`src/rtl/axi_write_data_burst_channel.sv`:
```
// AXI write-data channel master with a small beat buffer.
// A burst descriptor (ID, beats-1) is captured on go. Source beats with byte
// strobes are queued in a FIFO and presented on W, with WLAST derived from an
// internal beat counter. done stays high until go is released.
module axi_write_data_burst_channel #(
    parameter int DATA_WIDTH = 32,
    parameter int ID_WIDTH   = 4,
    parameter int LEN_WIDTH  = 8,
    parameter int FIFO_DEPTH = 4
) (
    input  logic                      clk,
    input  logic                      reset,
    input  logic                      go,
    input  logic [LEN_WIDTH-1:0]      burst_len,
    input  logic [ID_WIDTH-1:0]       transaction_id,
    input  logic [DATA_WIDTH-1:0]     data,
    input  logic [DATA_WIDTH/8-1:0]   strb,
    input  logic                      data_valid,
    output logic                      data_ready,
    output logic                      done,
    output logic [ID_WIDTH-1:0]       WID,
    output logic [DATA_WIDTH-1:0]     WDATA,
    output logic [DATA_WIDTH/8-1:0]   WSTRB,
    output logic                      WLAST,
    output logic                      WVALID,
    input  logic                      WREADY,
    output logic [LEN_WIDTH:0]        beat_count,
    output logic [1:0]                current_state_out
);

    localparam int STRB_WIDTH = DATA_WIDTH / 8;
    localparam int ADDR_WIDTH = $clog2(FIFO_DEPTH);

    typedef enum logic [1:0] {
        IDLE     = 2'b00,
        RUNNING  = 2'b01,
        COMPLETE = 2'b10
    } state_t;

    state_t state;
    state_t next_state;

    logic [LEN_WIDTH-1:0]  len_q;
    logic [ID_WIDTH-1:0]   wid_q;
    logic [LEN_WIDTH:0]    in_count;
    logic [LEN_WIDTH:0]    beat_cnt;

    // Pointers carry one extra wrap bit so full and empty are distinguishable.
    logic [ADDR_WIDTH:0]   wr_ptr;
    logic [ADDR_WIDTH:0]   rd_ptr;
    logic [DATA_WIDTH-1:0] data_mem [FIFO_DEPTH];
    logic [STRB_WIDTH-1:0] strb_mem [FIFO_DEPTH];

    logic fifo_empty;
    logic fifo_full;
    logic push;
    logic pop;
    logic start;

    assign fifo_empty = (wr_ptr == rd_ptr);
    assign fifo_full  = (wr_ptr[ADDR_WIDTH] != rd_ptr[ADDR_WIDTH]) &&
                        (wr_ptr[ADDR_WIDTH-1:0] == rd_ptr[ADDR_WIDTH-1:0]);

    assign WID               = wid_q;
    assign beat_count        = beat_cnt;
    assign current_state_out = state;

    // State register.
    always_ff @(posedge clk) begin
        if (reset) begin
            state <= IDLE;
        end else begin
            state <= next_state;
        end
    end

    // Next-state decode plus handshakes and W outputs; W is only live while running.
    always_comb begin
        next_state = state;
        start      = 1'b0;
        data_ready = 1'b0;
        push       = 1'b0;
        pop        = 1'b0;
        WVALID     = 1'b0;
        WLAST      = 1'b0;
        WDATA      = '0;
        WSTRB      = '0;
        done       = 1'b0;
        case (state)
            IDLE: begin
                if (go) begin
                    start      = 1'b1;
                    next_state = RUNNING;
                end
            end
            RUNNING: begin
                data_ready = !fifo_full && (in_count <= {1'b0, len_q});
                push       = data_valid && data_ready;
                WVALID     = !fifo_empty;
                if (WVALID) begin
                    WDATA = data_mem[rd_ptr[ADDR_WIDTH-1:0]];
                    WSTRB = strb_mem[rd_ptr[ADDR_WIDTH-1:0]];
                end
                WLAST = WVALID && (beat_cnt == {1'b0, len_q});
                pop   = WVALID && WREADY;
                if (pop && WLAST) begin
                    next_state = COMPLETE;
                end
            end
            COMPLETE: begin
                done = 1'b1;
                if (!go) begin
                    next_state = IDLE;
                end
            end
            default: begin
                next_state = IDLE;
            end
        endcase
    end

    // Descriptor capture, beat counters and FIFO pointers; a new burst starts with an empty FIFO.
    always_ff @(posedge clk) begin
        if (reset) begin
            len_q    <= '0;
            wid_q    <= '0;
            in_count <= '0;
            beat_cnt <= '0;
            wr_ptr   <= '0;
            rd_ptr   <= '0;
        end else if (start) begin
            len_q    <= burst_len;
            wid_q    <= transaction_id;
            in_count <= '0;
            beat_cnt <= '0;
            wr_ptr   <= '0;
            rd_ptr   <= '0;
        end else begin
            if (push) begin
                wr_ptr   <= wr_ptr + 1'b1;
                in_count <= in_count + 1'b1;
            end
            if (pop) begin
                rd_ptr   <= rd_ptr + 1'b1;
                beat_cnt <= beat_cnt + 1'b1;
            end
            if (state == COMPLETE && !go) begin
                wid_q <= '0;
            end
        end
    end

    // Beat storage; contents need no reset because the pointers gate visibility.
    always_ff @(posedge clk) begin
        if (push) begin
            data_mem[wr_ptr[ADDR_WIDTH-1:0]] <= data;
            strb_mem[wr_ptr[ADDR_WIDTH-1:0]] <= strb;
        end
    end

endmodule

```
`config.mk`:
```
export PLATFORM = sky130hd
export DESIGN_NAME = axi_write_data_burst_channel
export DESIGN_NICKNAME = d
export VERILOG_FILES = /design/src/rtl/axi_write_data_burst_channel.sv
export SDC_FILE = /design/constraint.sdc
export NUM_CORES = 1
export LEC_CHECK = 0
export BUFFER_PORTS_ARGS = -buffer_cell sky130_fd_sc_hd__buf_2
export CAP_MARGIN = 5
export CORE_MARGIN = 2
export CORE_UTILIZATION = 34
export DETAILED_ROUTE_END_ITERATION = 12
export PLACE_DENSITY = 0.52
export SLEW_MARGIN = 20
export SYNTH_ARGS = -nofsm -noshare
export SYNTH_HDL_FRONTEND = slang
export SYNTH_SLANG_ARGS = --single-unit
```
`constraint.sdc`:
```
create_clock -name clk -period 3.74 [get_ports clk]
set_input_delay 0.374 -clock clk [delete_from_list [all_inputs] [get_ports clk]]
set_output_delay 0.374 -clock clk [all_outputs]
set_load 0.02 [all_outputs]
```
; Word level (Yosys, flattened, before mapping)
; Memory sizes are Yosys's and may differ from the RTL's. A register that Yosys moved wholly into a read port is not among the register bits.
; Index checks and enable logic that the tools add are counted.
[totals]
reg_bits = 38
out_inout_bits = 55
word_cells = 61
memories = 2
ramBits = 144
inputBits = 53
[mem_list]
columns = memory, depth, word_bits, rd, rd_clocked_by_memory_dff, wr, line
row1 = data_mem, 4, 32, 1, 1, 1, 51  ; logic [DATA_WIDTH-1:0] data_mem [FIFO_DEPTH];
row2 = strb_mem, 4, 4, 1, 1, 1, 52  ; logic [STRB_WIDTH-1:0] strb_mem [FIFO_DEPTH];
[classes]
order_cmp = 1
n_reduce_logical = 14
muxes = 24
n_eq_ne = 9
addsub = 4
[op_table]
columns = op, count
row1 = 32-bit two-way mux, 2
row2 = "9-bit by 1-bit adder with 9-bit output, second input constant", 2
row3 = 4-bit two-way mux, 4
row4 = 2-bit two-way mux, 7
row5 = 1-bit two-way mux, 10
row6 = 9-bit by 8-bit equality test with 1-bit output, 1
row7 = 9-bit by 8-bit <= comparator with 1-bit output, 1
row8 = 1-bit logical AND, 7
row9 = "3-bit by 1-bit adder with 3-bit output, second input constant", 2
row10 = "2-bit != test, second input constant", 3
row11 = 2-bit one-hot mux with 3 select lines, 1
row12 = 3-bit equality test, 1
row13 = 1-bit zero test, 3
row14 = 3-bit AND reduction, 1
row15 = "2-bit by 1-bit equality test with 1-bit output, second input constant", 1
row16 = 2-bit equality test, 1
row17 = "2-bit equality test, second input constant", 1
row18 = 2-bit zero test, 1
row19 = 2-bit nonzero test, 1
row20 = 2-bit OR reduction, 1
row21 = 1-bit != test, 1

; Depth between registers and ports, before layout
[logic_depth]
depth_word = 8
depth_mapped = 8
mapped_depth_nobuf = 7

; Worst setup path after synthesis
; Ideal clock, no wire load.
[synth_timing]
kind = register -> register
startpoint = reg len_q[6]
endpoint = mem data_mem[3][0], enable pin
path_stages_with_launch = 8
setup_ns = 0.445
path_buffers = 1
setup_slack_ns = -0.001
synth_period_minus_slack_ns = 3.741
arrival_ns = 3.296
required_time_ns = 3.295
path_cell_list = dfxtp_1 > inv_1 > ha_1 > a21o_1 > a31oi_1 > a32oi_1 > buf_2 > a21oi_1
[synth_via]
elab_chain_cells = 6
[synth_rtl]
columns = item, line
row1 = from (decl), 43  ; logic [LEN_WIDTH-1:0] len_q;
row2 = from (signal assigned), 132  ; len_q <= burst_len;
row3 = 9-bit by 8-bit <= comparator with 1-bit output, 97  ; data_ready = !fifo_full && (in_count <= {1'b0, len_q});
row4 = 1-bit logical AND, 97
row5 = 1-bit logical AND, 98  ; push = data_valid && data_ready;
row6 = 1-bit two-way mux, 89  ; case (state)
row7 = 1-bit two-way mux, 155  ; if (push) begin
row8 = 1-bit two-way mux (not written as such), 156  ; data_mem[wr_ptr[ADDR_WIDTH-1:0]] <= data;
row9 = to (decl), 51
; No other way between the ends.

; Final worst setup path
[layout_timing]
startpoint = reg len_q[6]
endpoint = mem strb_mem[0][3] (netlist name), enable pin
[layout_via]
elab_chain_cells = 6
[layout_rtl]
columns = item, line
row1 = 9-bit by 8-bit <= comparator with 1-bit output, 97
row2 = 1-bit logical AND, 97
row3 = 1-bit logical AND, 98
row4 = 1-bit two-way mux, 89
row5 = 1-bit two-way mux, 155
row6 = 1-bit two-way mux (not written as such), 157  ; strb_mem[wr_ptr[ADDR_WIDTH-1:0]] <= strb;
row7 = to (decl), 52
; No other way between the ends.

==> flow_summary.json <==
{
  "place_congestion": 0.7842,
  "drt_iter0_drc": 245,
  "grt_max_degree": 37,
  "htreeDepth": 4,
  "hold_buffers": 0,
  "cts_sinks": 184,
  "hold_violations": 0,
  "fin_tns_setup_ns": 0,
  "drv_slew": 0,
  "synth-seq-cells": 184,
  "clk_pin_slew_worst_paths_ns": 0.08,
  "setup_viol": 0,
  "initial_core_util_pct": 34.83,
  "avgSynthCellArea_um2": 15.34,
  "final_common_cell": "edfxtp_1",
  "cts_resized": 0,
  "p_leak_nw": 3.317,
  "netlist_instances": 497,
  "critPathRequiredTime_ns": 3.88,
  "clk_latency_ns": 0.43,
  "clockBufferDepth": 2,
  "dp_hpwl_um": 10580,
  "grt_pass1_wl_um": 25810,
  "finalCriticalPeriod_ns": 2.978,
  "critPathKind": "reg -> reg",
  "cap_viol_max_count": 0,
  "crit_arrival_ns": 3.11,
  "die_y_um": 153.8,
  "peakVddDrop_v": 0.0002707,
  "crit_fanout": 21,
  "final_cells": 905,
  "wl_um": 16020,
  "cts_setup_buffers": 0,
  "via_per_inst": 4.956,
  "cp-end-kind": "flip-flop",
  "drive_gt1_share_pct": 31.46,
  "skew_ns": 0.01479,
  "dieArea_um2": 23640,
  "vias": 4485,
  "final_antenna_net_count": 0,
  "drcViolationCount": 0,
  "drt-wirelength-per-cell_um": 17.70,
  "yosysUniqueCellTypes": 42,
  "final_util_pct": 41.92,
  "hold_class": "in -> reg",
  "antenna_found_initial": 3,
  "grt_setup_unrepaired": "false",
  "nets": 678,
  "port_buffers": 107,
  "pwr_density_cell_nw_per_um2": 476.4,
  "netlist_area_um2": 7625,
  "yosysSeqAreaShare_pct": 67.21,
  "synth_nets": 565,
  "root_buffer": "clkbuf_16",
  "yosys_warnings": 0,
  "nFillCells": 2053,
  "grt_pass1_vias": 4742,
  "fin_crit_sh_pct": 79.62,
  "core_area_um2": 21890,
  "grt_usage_pct": 14.19,
  "syn_to_final_growth_pct": 20.35,
  "mostFrequentLayoutCells": "edfxtp_1, buf_2, dfxtp_1",
  "whs_ns": 0.1559,
  "cts_inserted_buffers": 17,
  "worst_slew_pin_slew_ns": 1.025,
  "overflow": 0,
  "dp_cells": 871,
  "fmax_mhz": 335.8,
  "die_w_um": 153.8,
  "tritoncts": "built",
  "maxSlewHeadroom_pct": 31.69,
  "rows": 54,
  "r2r_slack_ns": 0.76,
  "status": "finished, final reports clean",
  "firstDrtPassIters": 5,
  "cp-start-kind": "flip-flop",
  "totalPowerFinal_mw": 4.372,
  "io_pins": 108
}
## critical path, cell delays in order (launching register included)
cell and delay [ns]:
dfxtp_1 0.37, inv_1 0.06, ha_1 0.30, a21o_1 0.16
a31oi_1 0.23, o211ai_1 0.12, buf_4 0.22, a21oi_2 0.34
and2_2 0.62, buf_12 0.24
## report_power, final
| group | internal [mW] | switching [mW] | leakage [nW] |
|---|---|---|---|
| sequential | 2.24 | 0.0200 | 1.63 |
| clock | 0.971 | 0.871 | 0.297 |
| combinational | 0.101 | 0.166 | 1.39 |
## cell usage after synthesis
cell      instances  share of area [%]
a2111o_1          8                1.2
a21boi_0          1              0.098
a21o_1            3               0.30
a21oi_1          29                1.9
a21oi_2           1               0.11
a22o_1            1               0.11
a311o_1           1               0.13
a311oi_1          1               0.11
a311oi_4          1               0.34
a31oi_1           2               0.16
a32o_1            1               0.13
a32oi_1           1               0.11
and2_1           40                3.3
and3_1            3               0.25
and4_1            3               0.34
buf_2             9               0.59
buf_4             1              0.098
clkbuf_1         12               0.59
clkbuf_2          1              0.066
dfxtp_1          40                 11
edfxtp_1        144                 57
ha_1             15                2.5
inv_1            14               0.69
mux2i_1           3               0.39
mux4_2           36                 11
nand2_1          37                1.8
nand2_2           1              0.082
nand2b_1          2               0.16
nand2b_2          1               0.11
nand3_1          14               0.92
nand4_1           3               0.25
nor2_1           22                1.1
nor2b_1           7               0.57
nor3_1            3               0.20
nor4_1            1              0.082
o211ai_1          1              0.098
o21ai_0           4               0.26
o21ai_1           6               0.39
o31ai_1           1              0.098
or3_1             3               0.25
xnor2_1           5               0.57
xor2_1           15                1.7
## final cells by class
type / count / area [um^2] / area share, %
tap: 280 / 350.3 / 3.818
clock buffer: 17 / 425.4 / 4.636
clock inverter: 15 / 202.7 / 2.209
timing repair buffer: 117 / 635.6 / 6.927
antenna: 2 / 5.005 / 0.05454
inverter: 14 / 52.55 / 0.5727
sequential: 184 / 5130 / 55.90
multi-input combinational: 276 / 2375 / 25.88
## registers in the layout, summed over array words and instances (netlist names), named ones only
signal / cells
data_mem: 128
strb_mem: 16
beat_count: 9
in_count: 9
len_q: 8
WID: 4
rd_ptr: 3
wr_ptr: 3
current_state_out: 2
## per-layer routing
layer | wire (um) | vias to the layer above | GRT usage [%]
met5 | 27 | - | 0
met2 | 7943 | 107 | 23.60
li1 | - | 2113 | -
met4 | 119 | 4 | 4.238
met1 | 6989 | 2247 | 17.90
met3 | 939 | 14 | 4.369
## cell families after synthesis
logic type | count (synthesis) | share of synthesized area, %
adders and majority gates | 15 | 2.461
AOI/OAI and AO/OA | 62 | 5.563
xor gates and xnor gates | 20 | 2.297
and+or+nand+nor | 140 | 9.403
buffers and inverters | 37 | 2.035
muxes | 39 | 11.03
DFF | 184 | 67.21
## path summary, 6_finish.rpt
path,from,end,depth (start not counted)
max,len_q[6]$_SDFFE_PP0P_,strb_mem[0][3]$_DFFE_PP_,9
min reg2reg,in_count[6]$_SDFFE_PP0P_,in_count[6]$_SDFFE_PP0P_,2
max reg2reg,len_q[6]$_SDFFE_PP0P_,strb_mem[0][3]$_DFFE_PP_,9
min,data[3],data_mem[3][3]$_DFFE_PP_,1
## metrics by stage
stage	area (um^2)	setup WS, ns
finish	9176	0.7620
floorplan	7629	0.8129
global route	9171	0.5176
detailed placement	8543	0.7549
global placement	8543	0.7841
CTS	9171	0.7266
Power figures use the tool's default switching activity.
